[src/rtl/pc_unit_pkg.sv]
// Shared definitions for the fetch program-counter unit: reset/exception
// vector defaults, the sequential increment and the redirect-source code
// that trace and debug logic also decode.
package pc_unit_pkg;

    localparam logic [31:0] DEF_INITIAL_PC   = 32'h0000_0000;
    localparam logic [31:0] DEF_EXCEPTION_PC = 32'h0000_0080;
    localparam int          DEF_INSTR_BYTES  = 4;

    // Which source produced the next fetch address (oldest stage first).
    typedef enum logic [2:0] {
        SRC_EXC = 3'd0,
        SRC_BR  = 3'd1,
        SRC_JMP = 3'd2,
        SRC_RET = 3'd3,
        SRC_SEQ = 3'd4
    } redirect_src_e;

endpackage

[src/rtl/ras_stack.sv]
// Circular return-address stack. ptr names the next free slot, so the top
// entry sits at ptr-1. A push into a full stack overwrites the oldest entry
// and the count saturates at RAS_DEPTH. push together with pop replaces the
// top entry in place.
module ras_stack #(
    parameter int XLEN      = 32,
    parameter int RAS_DEPTH = 4
) (
    input  logic                           clk,
    input  logic                           reset,
    input  logic                           push,
    input  logic                           pop,
    input  logic                           flush,
    input  logic [XLEN-1:0]                push_data,
    output logic [XLEN-1:0]                top,
    output logic [$clog2(RAS_DEPTH):0]     count
);

    localparam int PTR_W = $clog2(RAS_DEPTH);
    localparam int CNT_W = PTR_W + 1;
    localparam logic [CNT_W-1:0] FULL = CNT_W'(RAS_DEPTH);

    logic [XLEN-1:0]  mem [RAS_DEPTH];
    logic [PTR_W-1:0] ptr;
    logic [PTR_W-1:0] top_idx;
    logic             empty;
    logic             do_push;
    logic             do_pop;
    logic             do_replace;

    assign top_idx    = ptr - PTR_W'(1);
    assign top        = mem[top_idx];
    assign empty      = (count == '0);
    // Replacing needs an existing top; on an empty stack it degrades to a push.
    assign do_replace = push && pop && !empty;
    assign do_push    = push && !do_replace;
    assign do_pop     = pop && !push && !empty;

    // Pointer and occupancy bookkeeping; flush discards every entry.
    always_ff @(posedge clk or posedge reset) begin
        if (reset) begin
            ptr   <= '0;
            count <= '0;
        end else if (flush) begin
            ptr   <= '0;
            count <= '0;
        end else if (do_push) begin
            ptr <= ptr + PTR_W'(1);
            if (count != FULL)
                count <= count + CNT_W'(1);
        end else if (do_pop) begin
            ptr   <= top_idx;
            count <= count - CNT_W'(1);
        end
    end

    // Entry storage; contents are meaningless until pushed, so no reset.
    always_ff @(posedge clk) begin
        if (!flush) begin
            if (do_push)
                mem[ptr] <= push_data;
            else if (do_replace)
                mem[top_idx] <= push_data;
        end
    end

endmodule

[src/rtl/pc_unit.sv]
// Fetch program-counter unit: picks the next fetch address from exception,
// branch, jump, predicted return or sequential sources, holds on stall, and
// predicts call/return targets through an internal return-address stack.
module pc_unit
    import pc_unit_pkg::*;
#(
    parameter int              XLEN         = 32,
    parameter logic [XLEN-1:0] INITIAL_PC   = XLEN'(DEF_INITIAL_PC),
    parameter logic [XLEN-1:0] EXCEPTION_PC = XLEN'(DEF_EXCEPTION_PC),
    parameter int              INSTR_BYTES  = DEF_INSTR_BYTES,
    parameter int              RAS_DEPTH    = 4
) (
    input  logic                       clk,
    input  logic                       reset,
    input  logic                       stall,
    input  logic                       is_exception,
    input  logic                       is_branch,
    input  logic [XLEN-1:0]            pc_branch,
    input  logic                       is_jump,
    input  logic [XLEN-1:0]            pc_jump,
    input  logic                       is_call,
    input  logic                       is_return,
    output logic [XLEN-1:0]            pc,
    output logic [$clog2(RAS_DEPTH):0] ras_count,
    output logic                       ras_underflow
);

    redirect_src_e   src;
    logic            hold;
    logic [XLEN-1:0] pc_seq;
    logic [XLEN-1:0] pc_next;
    logic [XLEN-1:0] ras_top;
    logic            ras_push;
    logic            ras_pop;
    logic            ras_flush;
    logic            ras_empty;
    logic            underflow_next;

    // Sequential address wraps modulo 2^XLEN.
    assign pc_seq    = pc + XLEN'(INSTR_BYTES);
    assign ras_empty = (ras_count == '0);

    // Oldest redirect wins; stall only blocks the younger sources.
    always_comb begin
        src  = SRC_SEQ;
        hold = 1'b0;
        if (is_exception)
            src = SRC_EXC;
        else if (is_branch)
            src = SRC_BR;
        else if (stall)
            hold = 1'b1;
        else if (is_jump)
            src = SRC_JMP;
        else if (is_return && !ras_empty)
            src = SRC_RET;
    end

    // Next address and RAS side effects of the winning source; losers are
    // wrong-path and leave the stack alone.
    always_comb begin
        pc_next        = pc_seq;
        ras_push       = 1'b0;
        ras_pop        = 1'b0;
        ras_flush      = 1'b0;
        underflow_next = 1'b0;
        case (src)
            SRC_EXC: begin
                pc_next   = EXCEPTION_PC;
                ras_flush = 1'b1;
            end
            SRC_BR: pc_next = pc_branch;
            SRC_JMP: begin
                pc_next  = pc_jump;
                ras_push = is_call;
                // call+return: push and pop together replace the top entry
                ras_pop  = is_call && is_return;
            end
            SRC_RET: begin
                pc_next = ras_top;
                ras_pop = 1'b1;
            end
            default: begin
                if (hold)
                    pc_next = pc;
                else
                    // reaching here with a return means the stack was empty
                    underflow_next = is_return;
            end
        endcase
    end

    // Fetch PC register and registered underflow pulse.
    always_ff @(posedge clk or posedge reset) begin
        if (reset) begin
            pc            <= INITIAL_PC;
            ras_underflow <= 1'b0;
        end else begin
            pc            <= pc_next;
            ras_underflow <= underflow_next;
        end
    end

    ras_stack #(
        .XLEN      (XLEN),
        .RAS_DEPTH (RAS_DEPTH)
    ) u_ras (
        .clk       (clk),
        .reset     (reset),
        .push      (ras_push),
        .pop       (ras_pop),
        .flush     (ras_flush),
        .push_data (pc_seq),
        .top       (ras_top),
        .count     (ras_count)
    );

endmodule

[config.mk]
export PLATFORM = sky130hd
export DESIGN_NAME = pc_unit
export DESIGN_NICKNAME = d
export VERILOG_FILES = /design/src/rtl/pc_unit_pkg.sv /design/src/rtl/ras_stack.sv /design/src/rtl/pc_unit.sv
export SDC_FILE = /design/constraint.sdc
export NUM_CORES = 1
export LEC_CHECK = 0
export CAP_MARGIN = 20
export CORE_ASPECT_RATIO = 1.25
export CORE_MARGIN = 2
export CORE_UTILIZATION = 50
export DETAILED_ROUTE_END_ITERATION = 10
export GPL_TIMING_DRIVEN = 1
export HOLD_SLACK_MARGIN = 0.03
export PLACE_DENSITY_LB_ADDON = 0.2
export RECOVER_POWER = 100
export SYNTH_ARGS = -nofsm -noshare
export SYNTH_HDL_FRONTEND = slang
export SYNTH_SLANG_ARGS = --single-unit
[constraint.sdc]
create_clock -name clk -period 3.2 [get_ports clk]
set_input_delay 0.48 -clock clk [delete_from_list [all_inputs] [get_ports clk]]
set_output_delay 0.48 -clock clk [all_outputs]
set_load 0.01 [all_outputs]
==> impl_results.md, run 1 <==
- DRC violation count after routing: 0
- Fmax: 374 MHz
- Total wirelength of the detailed-routed design: 21700 um
- Proportion of register bits with asynchronous set or reset after synthesis: 22.9%
- Relative contribution of the clock network to total power: 40.0%
- Capture point of the worst path: pc[31]
- Most frequently used flop master after synthesis: edfxtp_1
- Antenna violations before repair: 0
- Kind of launch point of the worst setup path: flop
- H-tree level count: 4
- # nets final: 739
- Number of instances resized during post-cts repair: 0
- Total global-route track usage: 27.4%
- Post-CTS Repair Setup Buffers: 0
- Area added between synthesis and finish: 24.3%
- Slew at the pin with the worst max-slew slack: 0.837 ns
- Max Cap Viol: 0
- Wire length of the first global-routing pass: 33100 um
- Net switching fraction of the power: 24.0%
- Total setup violations reported at the end of the flow: 0
- DPL Wire Length: 15300 um
- Per-cell via count in the routed design: 6.30
- Total area of sequential cells: 0.00480 mm^2
- Number of placed I/O pins: 108
- Final critical path time including I/O delays and setup: 2.67 ns
- Worst skew pair latency: 0.42 ns
- Placer's final routability congestion estimate: 0.916
- Largest net degree at the start of global routing: 39
- Number of nets in the synthesized netlist: 624
- Comb pwr share: 9.4%
- Number of warnings issued by yosys: 0
- Pleak: 0.00339 uW
- Clock root buffer: clkbuf_16
- TritonCTS Buffers: 17
- Min-Delay Path Class: reg -> reg
- Hold-fix buffer count after cts: 0
- Cell area after layout: 0.00965 mm^2
- Category of the worst setup path capture point: flop
- Internal Power: 3700 uW
- Crit path kind: reg -> reg
- Power spent charging and discharging nets: 1170 uW
- Share of synthesized area occupied by flip-flops and latches: 61.8%
- Effective utilization at floorplan: 51.5%
- Number of slew-limit violations in the final report: 0
- Residual antenna-violating net count after detailed routing: 0
- Syn Inst Count: 550
- Fraction of the cycle the final worst path needs: 83.5%
- Count of flip-flops with a built-in enable after synthesis: 128
- CTS sink cnt: 166
- Required time at the endpoint of the critical path: 3.50 ns
- Endpoint of the lowest-slack register-to-register path: pc[31]
- Pwr per Cell Area: 505 mW/mm^2
- Netlist area before placement: 0.00776 mm^2
- Die Width: 115 um
- Mean instance size in the synthesized netlist: 14.1 um^2
- Number of different library cells in the post-synthesis netlist: 61
- Worst path setup slack after routing: 0.527 ns
- Area enclosed by the die boundary: 0.0165 mm^2
- Total area of multi-input combinational cells: 0.00273 mm^2
- Count of cells along the worst register-to-register path: 5
- Via count of the first global-routing pass: 5884
- Number of register bits inferred by synthesis: 166
- Startpoint of the lowest-slack register-to-register path: pc[2]
- Core Region: 0.0151 mm^2
- Rel. slew slack: 44.2%
- Count of endpoints failing hold in the final timing report: 0
- Iter 0 DRT Violations: 546
- I/O Buffers: 107
- Result of the run: finished, final reports clean
- Fillers: 1164
- Arrival @ worst endpoint: 2.98 ns
- Worst setup slack before clock tree synthesis: 0.546 ns
- Reg power frac: 50.6%
- Maximum count of clock buffers along a single path: 2
- Number of detailed-route iterations in the first pass: 5
- Maximum resistive drop on vdd: 0.408 mV
- Unrepaired setup endpoints after global routing: false
- Overflow left after global routing: 0
- Worst Setup SP: pc[2]
- Clock transition at path regs: 0.07 ns
- Number of rows in the core area: 50
- Setup clock skew after layout: 0.00693 ns
- Wire length per cell: 24.5 um
- Diode insertion count for antenna repair: 0
- Clock tree from TritonCTS: built
- Total cell area at the placement stage: 0.00917 mm^2
- Via count of the routed design: 5580
- Share of layout cells above drive strength 1: 14.0%
- Utilization after layout: 64.0%
- Die Y-Extent: 143 um
- Top fanout value on the critical path: 7
- Worst-case register-to-register setup slack: 0.53 ns
==> synthesized netlist by cell type (all sizes together) (10+ instances only) <==
cell / instances / area, um^2
edfxtp: 128 / 3840
and3: 10 / 62.6
clkbuf: 15 / 56.3
o21ai: 21 / 105
mux4: 32 / 721
dfrtp: 38 / 951
nand2: 38 / 143
xnor2: 26 / 235
nor2: 34 / 128
a221oi: 10 / 87.6
buf: 21 / 111
nand3: 23 / 120
inv: 12 / 45.0
a221o: 16 / 160
a21oi: 24 / 120
==> state kept, by name, summed over array words and instances, names as in the netlist <==
name / count
u_ras.count: 3
u_ras.ptr: 2
pc: 32
ras_underflow: 1
u_ras.mem: 128
==> cells in the final DEF, fill, tap and decap left out, drive strengths merged, types with 5 or more instances in the layout <==
master | synthesis | layout
mux2 | 7 | 7
mux2i | 5 | 5
o31ai | 5 | 5
clkbuf | 15 | 26
clkdlybuf4s50 | 0 | 68
dlygate4sd3 | 0 | 39
o21ai | 21 | 21
a221o | 16 | 16
edfxtp | 128 | 128
and3 | 10 | 10
and4 | 9 | 9
dfrtp | 38 | 38
nand3 | 23 | 23
nor2 | 34 | 34
a21o | 7 | 7
xnor2 | 26 | 26
nor3 | 6 | 6
clkinv | 0 | 5
o21a | 5 | 5
mux4 | 32 | 32
nand2 | 38 | 38
nand4 | 9 | 9
a21oi | 24 | 24
xor2 | 7 | 7
buf | 21 | 18
inv | 12 | 16
a221oi | 10 | 10
==> critical path: stages, from the launching register on <==
cell and delay (ns):
dfrtp_1 0.49, and2_0 0.42, nand4_1 0.39, or4_1 0.66, xnor2_1 0.22, a221o_1 0.37
==> layout make-up <==
cell class | instances | area share, %
Clock buffer | 19 | 4.49
Clock inverter | 13 | 1.30
Inverter | 12 | 0.467
Multi-Input combinational cell | 336 | 28.3
Sequential cell | 166 | 49.7
Tap cell | 208 | 2.70
Timing Repair Buffer | 132 | 13.1
==> logic make-up after synthesis <==
logic type | share of synthesized area, %
AO/OA/AOI/OAI | 10.9
XOR/XNOR | 3.82
adder cells (fa/ha/maj) | 0.419
buffers and inverters | 2.74
flip-flops | 61.8
multiplexers | 10.9
AND/OR/NAND/NOR | 9.45
==> power groups by stage <==
| stage | combinational (uW) | sequential (uW) | clock (uW) |
|---|---|---|---|
| 6_report | 459 | 2460 | 1950 |
| 5_1_grt | 488 | 2470 | 2050 |
| 4_1_cts | 472 | 2460 | 1970 |
| 3_5_place_dp | 468 | 2510 | 0 |
| 3_3_place_gp | 457 | 2510 | 0 |
| 2_1_floorplan | 208 | 2500 | 0 |
==> how the worst min path moves through the flow <==
stage	start	to	slack, ns	depth (start not counted)
finish	pc[6]	pc[6]	0.60	2
global route	pc[6]	pc[6]	0.64	2
CTS	reset	ras_underflow	0.51	3
detailed placement	pc[6]	pc[6]	0.59	2
global placement	pc[6]	pc[6]	0.58	2
floorplan	pc[0]	u_ras.mem[0][0]	0.50	0
==> per-stage QoR <==
step	total power [uW]	instances	TNS, ns	hold slack [ns]
after CTS	4900	886	0	0.509
after global placement	2960	854	0	0.577
final	4870	886	0	0.605
after floorplan	2700	550	-2.85	0.498
after detailed placement	2980	854	0	0.588
after global routing	5010	886	0	0.636
==> layer usage <==
| metal | part of all wire [%] | GRT usage [%] |
|---|---|---|
| met1 | 38 | 35.3 |
| met2 | 50 | 45.6 |
| met3 | 8.0 | 4.51 |
| met4 | 3.5 | 12.4 |
| met5 | 0 | 0 |
No activity file was read; power rests on OpenSTA's default activity.
==> run 2: changes to the inputs <==
clock period = 2.43 ns   (was 3.2 ns; I/O delays follow)
==> run 2 against run 1 <==
Effect of this change:
- via count up 2.4%
- maximum frequency rose by 18%
- sequential share of layout area fell by 1.8 points
- hold slack worse by 0.043 ns
- total power rose by 38%
- clock power up 45%
- setup slack got worse by 0.37 ns
- clock skew increased by 0.0018 ns
- utilization rose by 2.5 points
- cell area is 3.8% higher
==> impl_results.md, run 2 (synthesis results as in run 1) <==
- Result of the run: finished, final reports clean (unchanged)
- # nets final: 775 (was 739)
- Share of layout cells above drive strength 1: 18.9% (was 14.0%)
- Per-cell via count in the routed design: 6.20 (was 6.30)
- CTS sink cnt: 166 (unchanged)
- Total setup violations reported at the end of the flow: 0 (unchanged)
- Total wirelength of the detailed-routed design: 21600 um (was 21700 um)
- Fraction of the cycle the final worst path needs: 93.5% (was 83.5%)
- Post-CTS Repair Setup Buffers: 0 (unchanged)
- Count of cells along the worst register-to-register path: 6 (was 5)
- Worst path setup slack after routing: 0.158 ns (was 0.527 ns)
- Largest net degree at the start of global routing: 39 (unchanged)
- Slowest stage cell, crit path: and4_2 (was or4_1)
- Setup clock skew after layout: 0.00869 ns (was 0.00693 ns)
- Number of instances resized during post-cts repair: 0 (unchanged)
- Antenna violations before repair: 0 (unchanged)
- Fmax: 440 MHz (was 374 MHz)
- Min-Delay Path Class: in -> reg (was reg -> reg)
- Most frequent cells in the layout: edfxtp_1, clkdlybuf4s50_1, buf_4, nand2_1 (was edfxtp_1, clkdlybuf4s50_1, dlygate4sd3_1, nand2_1, dfrtp_1)
- Clock tree from TritonCTS: built (unchanged)
- H-tree level count: 4 (unchanged)
- Cell depth of the worst hold path: 2 (unchanged)
- Worst-case register-to-register setup slack: 0.16 ns (was 0.53 ns)
- Slew at the pin with the worst max-slew slack: 1.14 ns (was 0.837 ns)
- Max Cap Viol: 0 (unchanged)
- Wire length of the first global-routing pass: 33000 um (was 33100 um)
- Biggest regs: u_ras.mem x128, pc x32, u_ras.count x3 (unchanged)
- Number of slew-limit violations in the final report: 0 (unchanged)
- Total power after layout: 6730 uW (was 4870 uW)
- Wire length per cell: 23.4 um (was 24.5 um)
- DPL Wire Length: 15100 um (was 15300 um)
- Iter 0 DRT Violations: 582 (was 546)
- TritonCTS Buffers: 17 (unchanged)
- Pwr per Cell Area: 671 mW/mm^2 (was 505 mW/mm^2)
- Category of the worst setup path capture point: flop (unchanged)
- Clock transition at path regs: 0.07 ns (about the same)
- Worst setup slack before clock tree synthesis: -0.00418 ns (was 0.546 ns)
- Sink of the worst hold path: pc[25] (was pc[6])
- Crit path kind: reg -> reg (unchanged)
- Diode insertion count for antenna repair: 0 (unchanged)
- Pleak: 0.00362 uW (was 0.00339 uW)
- Endpoint of the lowest-slack register-to-register path: pc[27] (was pc[31])
- Final critical path time including I/O delays and setup: 2.27 ns (was 2.67 ns)
- I/O Buffers: 107 (unchanged)
- Biggest cell delay along the critical path: 0.43 ns (was 0.66 ns)
- Largest register FFs: 128 (unchanged)
- Startpoint of the lowest-slack register-to-register path: pc[2] (unchanged)
- Clock root buffer: clkbuf_16 (unchanged)
- Count of endpoints failing hold in the final timing report: 0 (unchanged)
- Number of detailed-route iterations in the first pass: 5 (unchanged)
- Maximum count of clock buffers along a single path: 2 (unchanged)
- Number of placed I/O pins: 108 (unchanged)
- Area enclosed by the die boundary: 0.0165 mm^2 (unchanged)
- Cells along the critical path: and2_0 -> clkbuf_1 -> and4_2 -> nand4_1 -> xnor2_1 -> a221o_1 (was and2_0 -> nand4_1 -> or4_1 -> xnor2_1 -> a221o_1)
- Top fanout value on the critical path: 7 (unchanged)
- Rel. slew slack: 24.3% (was 44.2%)
- Core Region: 0.0151 mm^2 (unchanged)
- Via count of the routed design: 5714 (was 5580)
- Total global-route track usage: 27.3% (was 27.4%)
- Post-Route Hold Slack: 0.561 ns (was 0.605 ns)
- Worst Setup SP: pc[2] (unchanged)
- Unrepaired setup endpoints after global routing: false (unchanged)
- Effective utilization at floorplan: 51.5% (unchanged)
- Overflow left after global routing: 0 (unchanged)
- Required time at the endpoint of the critical path: 2.80 ns (was 3.50 ns)
- Total Negative Setup Slacks: 0 ns (unchanged)
- Worst skew pair latency: 0.43 ns (was 0.42 ns)
- Area added between synthesis and finish: 29.1% (was 24.3%)
- Kind of launch point of the worst setup path: flop (unchanged)
- Arrival @ worst endpoint: 2.64 ns (was 2.98 ns)
- Leading cell type in the layout, fill and taps excluded: edfxtp_1 (unchanged)
- Hold-fix buffer count after cts: 0 (unchanged)
- Maximum resistive drop on vdd: 0.517 mV (was 0.408 mV)
- Die Width: 115 um (unchanged)
- Register containing the most flip-flops in the final layout: u_ras.mem (unchanged)
- DRC violation count after routing: 0 (unchanged)
- Final std cells w/o fill: 922 (was 886)
- Worst min-delay path startpoint: pc_branch[25] (was pc[6])
- Number of rows in the core area: 50 (unchanged)
- Die Y-Extent: 143 um (unchanged)
- Placer's final routability congestion estimate: 0.907 (was 0.916)
- Placed cells: 890 (was 854)
- Residual antenna-violating net count after detailed routing: 0 (unchanged)
- Via count of the first global-routing pass: 5891 (was 5884)
[run 2: changes by cell type in the layout (fill, tap and decap cells not counted), sizes merged]
| cell | change |
|---|---|
| clkbuf | +5 |
| bufinv | +1 |
| dlygate4sd3 | -2 |
| clkinvlp | -3 |
| buf | +29 |
| inv | +3 |
| clkinv | +1 |
| clkdlybuf4s50 | +2 |
[run 2: power breakdown]
part           internal, uW  total [uW]  switching (uW)
registers              3140        3200            58.1
logic                   341         694             353
clock network          1580        2830            1250
[run 2: how the worst max path moves through the flow]
stage	endpoint	slack (ns)	depth (start not counted)
finish	pc[27]	0.16	6
global route	pc[17]	0.08	5
CTS	pc[18]	0.22	7
detailed placement	u_ras.count[1]	-0.004	6
global placement	pc[18]	-0.03	8
floorplan	u_ras.mem[0][0]	-0.21	5
[run 2: cell type report]
| cell class | instances | area, um^2 |
|---|---|---|
| inverter | 12 | 45.0 |
| fill | 1114 | 5060 |
| clock inverter | 15 | 204 |
| multi-input combinational | 336 | 2760 |
| timing repair buffer | 168 | 1530 |
| clock buffer | 17 | 425 |
| sequential | 166 | 4800 |
| tap | 208 | 260 |
[run 2: critical path, delay by kind of cell (launching register included)]
family                    cells  cell delay (ns)
buffers and inverters         1             0.32
xor gates and xnor gates      1             0.43
and+or+nand+nor               3             0.83
DFF                           1             0.40
AOI/OAI and AO/OA             1             0.22
[run 2: per-stage QoR]
step / area, um^2 / util, %
floorplan: 7790 / -
global placement: 9480 / 62.9
detailed placement: 9480 / 62.9
CTS: 10100 / 67.1
global route: 10000 / 66.5
finish: 10000 / 66.5
[run 2: per-layer routing]
layer  share of wire (%)  wire length (um)  track usage (%)  vias to the layer above
li1                    -                 -                -                     2473
met1                  39              8400             34.9                     2855
met2                  51             11000             46.2                      330
met3                 8.0              1730             5.44                       56
met4                 2.5               537             10.4                        0
met5                   0                 0                0                        -
==> edit 1 (flow settings as in run 2) <==
`RAS_DEPTH` is set to 4 in 2 places; all go to 8.
--- a/src/rtl/ras_stack.sv
+++ b/src/rtl/ras_stack.sv
@@ -4,7 +4,7 @@
 // top entry in place.
 module ras_stack #(
     parameter int XLEN      = 32,
-    parameter int RAS_DEPTH = 4
+    parameter int RAS_DEPTH = 8
 ) (
     input  logic                           clk,
     input  logic                           reset,
--- a/src/rtl/pc_unit.sv
+++ b/src/rtl/pc_unit.sv
@@ -8,7 +8,7 @@
     parameter logic [XLEN-1:0] INITIAL_PC   = XLEN'(DEF_INITIAL_PC),
     parameter logic [XLEN-1:0] EXCEPTION_PC = XLEN'(DEF_EXCEPTION_PC),
     parameter int              INSTR_BYTES  = DEF_INSTR_BYTES,
-    parameter int              RAS_DEPTH    = 4
+    parameter int              RAS_DEPTH    = 8
 ) (
     input  logic                       clk,
     input  logic                       reset,
Ports: changed (resized ras_count); port bits go from 108 to 109. No check against the original RTL was run, so the function may have changed too.
==> edit 1 against run 2 <==
- the flow now finishes with violations (capacitance limit, slew limit)
- sequential share of layout area increased by 4.6 points
- sequential cell count up 130
- clock power up 55%
- via count is 47% higher
- final area rose by 65%
- area after synthesis grew 66%
- routed wire length rose by 59%
- total power increased by 65%
- maximum frequency decreased by 4.4%
- worst setup slack worse by 0.10 ns
- critical path type unchanged
- highest routed layer unchanged
==> edit 1: results <==
{
  "fillCellCount": 1762,
  "irDropWorstVdd_mv": 0.567,
  "gp_congestion": 0.923,
  "htreeDepth": 1,
  "synth_cell_type_count": 66,
  "synthesis.nets": 851,
  "clk_path_buf_depth": 3,
  "dpl_worst_slack_ns": -0.229,
  "critical_path_arrival_ns": 2.85,
  "worstPathMaxFanout": 5,
  "ys_top_cells_by_count": "edfxtp_1, mux4_2, dfrtp_1",
  "slowest_stage": "o41a_1",
  "finClkSkew_ns": 0.0210,
  "final_nets": 1083,
  "grt_max_degree": 54,
  "drt_wl_total_um": 34500,
  "first_pass_iters": 8,
  "io_buffers": 108,
  "ys_seq_area_frac": 0.675,
  "status": "finished, violations left",
  "dr.first_iter.drc_count": 937,
  "vias_per_cell": 6.18,
  "grt_pass1_vias": 8750,
  "syn-instance-count": 774,
  "synth_edf_count": 256,
  "cts-buffers-inserted": 28,
  "cpPeakStageDelay_ns": 0.46,
  "reg_top3": "u_ras.mem x256, pc x32, u_ras.count x4",
  "grt_first_pass_wirelength_um": 52000,
  "drv_slew": 33,
  "fin_cells": 1362,
  "max_cap_viol_count": 1,
  "clk-insertion-delay-late_ns": 0.54,
  "violations": "capacitance limit, slew limit"
}
[edit 1: area by class of cell]
class | instances | area, um^2 | share of cell area
sequential | 296 | 8690 | 0.524
multi-input combinational | 417 | 4110 | 0.248
timing repair buffer | 251 | 2390 | 0.144
clock buffer | 31 | 733 | 0.0442
tap | 335 | 419 | 0.0253
clock inverter | 20 | 190 | 0.0115
inverter | 12 | 52.6 | 0.00317
[edit 1: path summary, 6_finish.rpt]
| check | start | to | slack (ns) | cells past startpoint |
|---|---|---|---|---|
| min reg2reg | pc[15]$_DFFE_PP0P_ | pc[15]$_DFFE_PP0P_ | 0.64 | 2 |
| max | u_ras.count[2]$_DFFE_PP0P_ | pc[10]$_DFFE_PP0P_ | 0.05 | 8 |
| min in group asynchronous | reset | pc[27]$_DFFE_PP0P_ | 0.73 | 2 |
| max in group asynchronous | reset | pc[25]$_DFFE_PP0P_ | 0.54 | 3 |
| max reg2reg | u_ras.count[2]$_DFFE_PP0P_ | pc[10]$_DFFE_PP0P_ | 0.05 | 8 |
| min | pc_jump[25] | pc[25]$_DFFE_PP0P_ | 0.50 | 3 |
[edit 1: cell families (layout without fill, tap and decap cells)]
kind of cell             count (synthesis)  in the layout  synth area share
AO/OA/AOI/OAI                          146            146            0.0791
multiplexers                            84             84             0.129
adder cells (fa/ha/maj)                  5              5           0.00486
buffers and inverters                   61            314            0.0218
AND/OR/NAND/NOR                        148            148            0.0653
flip-flops                             296            296             0.675
XOR/XNOR                                34             34            0.0246
[edit 1: where the power goes]
part | internal, uW | switching [uW] | leakage [uW] | total [uW]
sequential | 5630 | 76.0 | 0.00286 | 5710
combinational | 496 | 521 | 0.00259 | 1020
clock | 2500 | 1890 | 0.000443 | 4390
[edit 1: through the flow]
step | cell area, um^2 | setup TNS [ns] | utilization | hold slack, ns
global placement | 15400 | -4.20 | 0.609 | 0.624
global route | 16600 | -1.47 | 0.656 | 0.505
finish | 16600 | 0 | 0.656 | 0.497
CTS | 16400 | 0 | 0.649 | 0.325
floorplan | 13100 | -98.49 | - | 0.495
detailed placement | 15400 | -4.52 | 0.609 | 0.623
[edit 1: critical path, delay by kind of cell (launching register included)]
kind | cells | cell delay (ns)
AND/OR/NAND/NOR | 2 | 0.28
flip-flops | 1 | 0.44
AO/OA/AOI/OAI | 3 | 1.07
buffers and inverters | 3 | 0.50
[edit 1: repair_timing]
item | 4_1_cts | 5_1_grt
cloned | 0 | 2
setup buffers | 7 | 7
resized for setup | 1 | 17
endpoints found under the setup margin | 18 | 152
pin swaps | 2 | 4
endpoints found under the hold margin | 0 | 0
[edit 1: layer usage]
layer	wire, um	share of wire	vias to the layer above	GRT usage
li1	-	-	3616	-
met1	13900	0.40	4291	0.354
met2	17100	0.50	461	0.426
met3	2820	0.082	53	0.0388
met4	635	0.018	0	0.0635
met5	0	0	-	0
==> edit 2 (config.mk and constraints of run 2) <==
Made on the original files. The output `ras_underflow` loses its register stage (`ras_underflow` becomes a continuous assignment).
--- a/src/rtl/pc_unit.sv
+++ b/src/rtl/pc_unit.sv
@@ -94,12 +94,12 @@
     always_ff @(posedge clk or posedge reset) begin
         if (reset) begin
             pc            <= INITIAL_PC;
-            ras_underflow <= 1'b0;
         end else begin
             pc            <= pc_next;
-            ras_underflow <= underflow_next;
         end
     end
+
+    assign ras_underflow = underflow_next;
 
     ras_stack #(
         .XLEN      (XLEN),
Check against the original RTL: not equivalent (Yosys sat finds a counterexample within 4 cycles, from zero or initial values and one cycle with reset high).
==> edit 2 against run 2 <==
- sequential cell count down 1
- largest power group unchanged
- largest cell class unchanged
- global-route usage increased by 0.30 points
- routed wire length grew 0.79%
- highest routed layer unchanged
- worst setup slack got worse by 0.055 ns
- area after synthesis down 0.32%
- final area decreased by 0.14%
- total power is 3.8% lower
- first-iteration DRC count grew 18%
- critical path depth decreased by 1
==> edit 2: results <==
{
  "worstPathMaxFanout": 6,
  "grt_max_degree": 38,
  "irDropWorstVdd_mv": 0.405,
  "antenna_found_initial": 0,
  "final_nets": 776,
  "io_buffers": 107,
  "drive_gt1_frac": 0.194,
  "dp_hpwl_um": 15700,
  "grt_util_met3": 0.0603,
  "cts-buffers-inserted": 17,
  "maxSlewHeadroom": 0.279,
  "fin_cells": 923,
  "synthesis.nets": 623,
  "status": "finished, final reports clean",
  "wl_met2_um": 10700,
  "yosys-top-cells-area": "edfxtp_1, dfrtp_1, mux4_2, xnor2_1, a221o_1",
  "grt_use_met1": 0.366,
  "clk-insertion-delay-late_ns": 0.43,
  "drt_wl_total_um": 21800,
  "yosysWarnings": 0,
  "whs_path_depth": 0,
  "highest_layer": "met4",
  "cpPeakStageDelay_ns": 0.63,
  "grt_use_total": 0.276,
  "power.leakage_uw": 0.00360,
  "grt_first_pass_wirelength_um": 33200,
  "htreeDepth": 4,
  "slowest_stage": "or4_1",
  "grt_util_met2": 0.445,
  "wl_met3_um": 1980,
  "finClkSkew_ns": 0.0110,
  "wl_met1_um": 8550,
  "place_inst": 889,
  "largest_reg_flops": 128,
  "vias_per_cell": 6.17,
  "reg_top3": "u_ras.mem x128, pc x32, u_ras.count x3",
  "clk_path_buf_depth": 2,
  "clk_root_buffer_cell": "clkbuf_16",
  "cpLargestDelayFamily": "simple AND/OR/NAND/NOR gates",
  "grt_pass1_vias": 5761,
  "critical_path_arrival_ns": 2.64,
  "synth_edf_count": 128,
  "clk_pin_slew_ns": 0.07,
  "dr.first_iter.drc_count": 686,
  "antenna_cells": 0,
  "gp_congestion": 0.916,
  "reg2reg_depth": 5,
  "ys_top_cells_by_count": "edfxtp_1, nand2_1, dfrtp_1",
  "syn-instance-count": 549,
  "first_pass_iters": 6,
  "synth_cell_type_count": 61,
  "reg2reg_slack_ns": 0.10,
  "hp-class": "flip-flop to flip-flop",
  "async_reset_ff_frac": 0.224,
  "ys_seq_area_frac": 0.616
}
## edit 2: layout make-up
class	instances	area, um^2
multi-input combinational	336	2780
inverter	12	45.0
tap	208	260
clock buffer	20	447
timing repair buffer	170	1590
clock inverter	12	123
fill	1109	5070
sequential	165	4770
## edit 2: power breakdown
part	switching (uW)	internal, uW
clock	1130	1460
sequential	63.0	3130
combinational	351	339
## edit 2: logic make-up after synthesis
logic type,count (synthesis),share of synthesized area
flops,165,0.616
xor+xnor,33,0.0383
mux,44,0.110
buf+inv,48,0.0275
simple gates,142,0.0948
fa+ha+maj,2,0.00420
compound gates,115,0.109
## edit 2: path summary, 6_finish.rpt
check,start,endpoint
max,pc[5]$_DFFE_PP0P_,pc[31]$_DFFE_PP0P_
min reg2reg,pc[0]$_DFFE_PP0P_,u_ras.mem[2][0]$_DFFE_PP_
max in group asynchronous,reset,u_ras.ptr[0]$_DFFE_PP0P_
max reg2reg,pc[5]$_DFFE_PP0P_,pc[31]$_DFFE_PP0P_
min in group asynchronous,reset,pc[31]$_DFFE_PP0P_
min,pc[0]$_DFFE_PP0P_,u_ras.mem[2][0]$_DFFE_PP_
## edit 2: stage by stage
step | total power, uW | area (um^2) | hold WS [ns] | setup TNS (ns) | setup slack [ns]
global route | 6680 | 10000 | 0.579 | 0 | 0.0309
detailed placement | 3950 | 9470 | 0.534 | -0.0112 | -0.0112
floorplan | 3540 | 7760 | 0.498 | -13.33 | -0.208
global placement | 3940 | 9470 | 0.534 | -0.0679 | -0.0608
finish | 6470 | 10000 | 0.550 | 0 | 0.104
CTS | 6520 | 10100 | 0.388 | 0 | 0.00928
## edit 2: timing repair
| item | 4_1_cts | 5_1_grt |
|---|---|---|
| pin swaps | 1 | 1 |
| gates resized for setup | 3 | 2 |
| setup buffers | 2 | 0 |
| setup endpoints to repair | 1 | 1 |
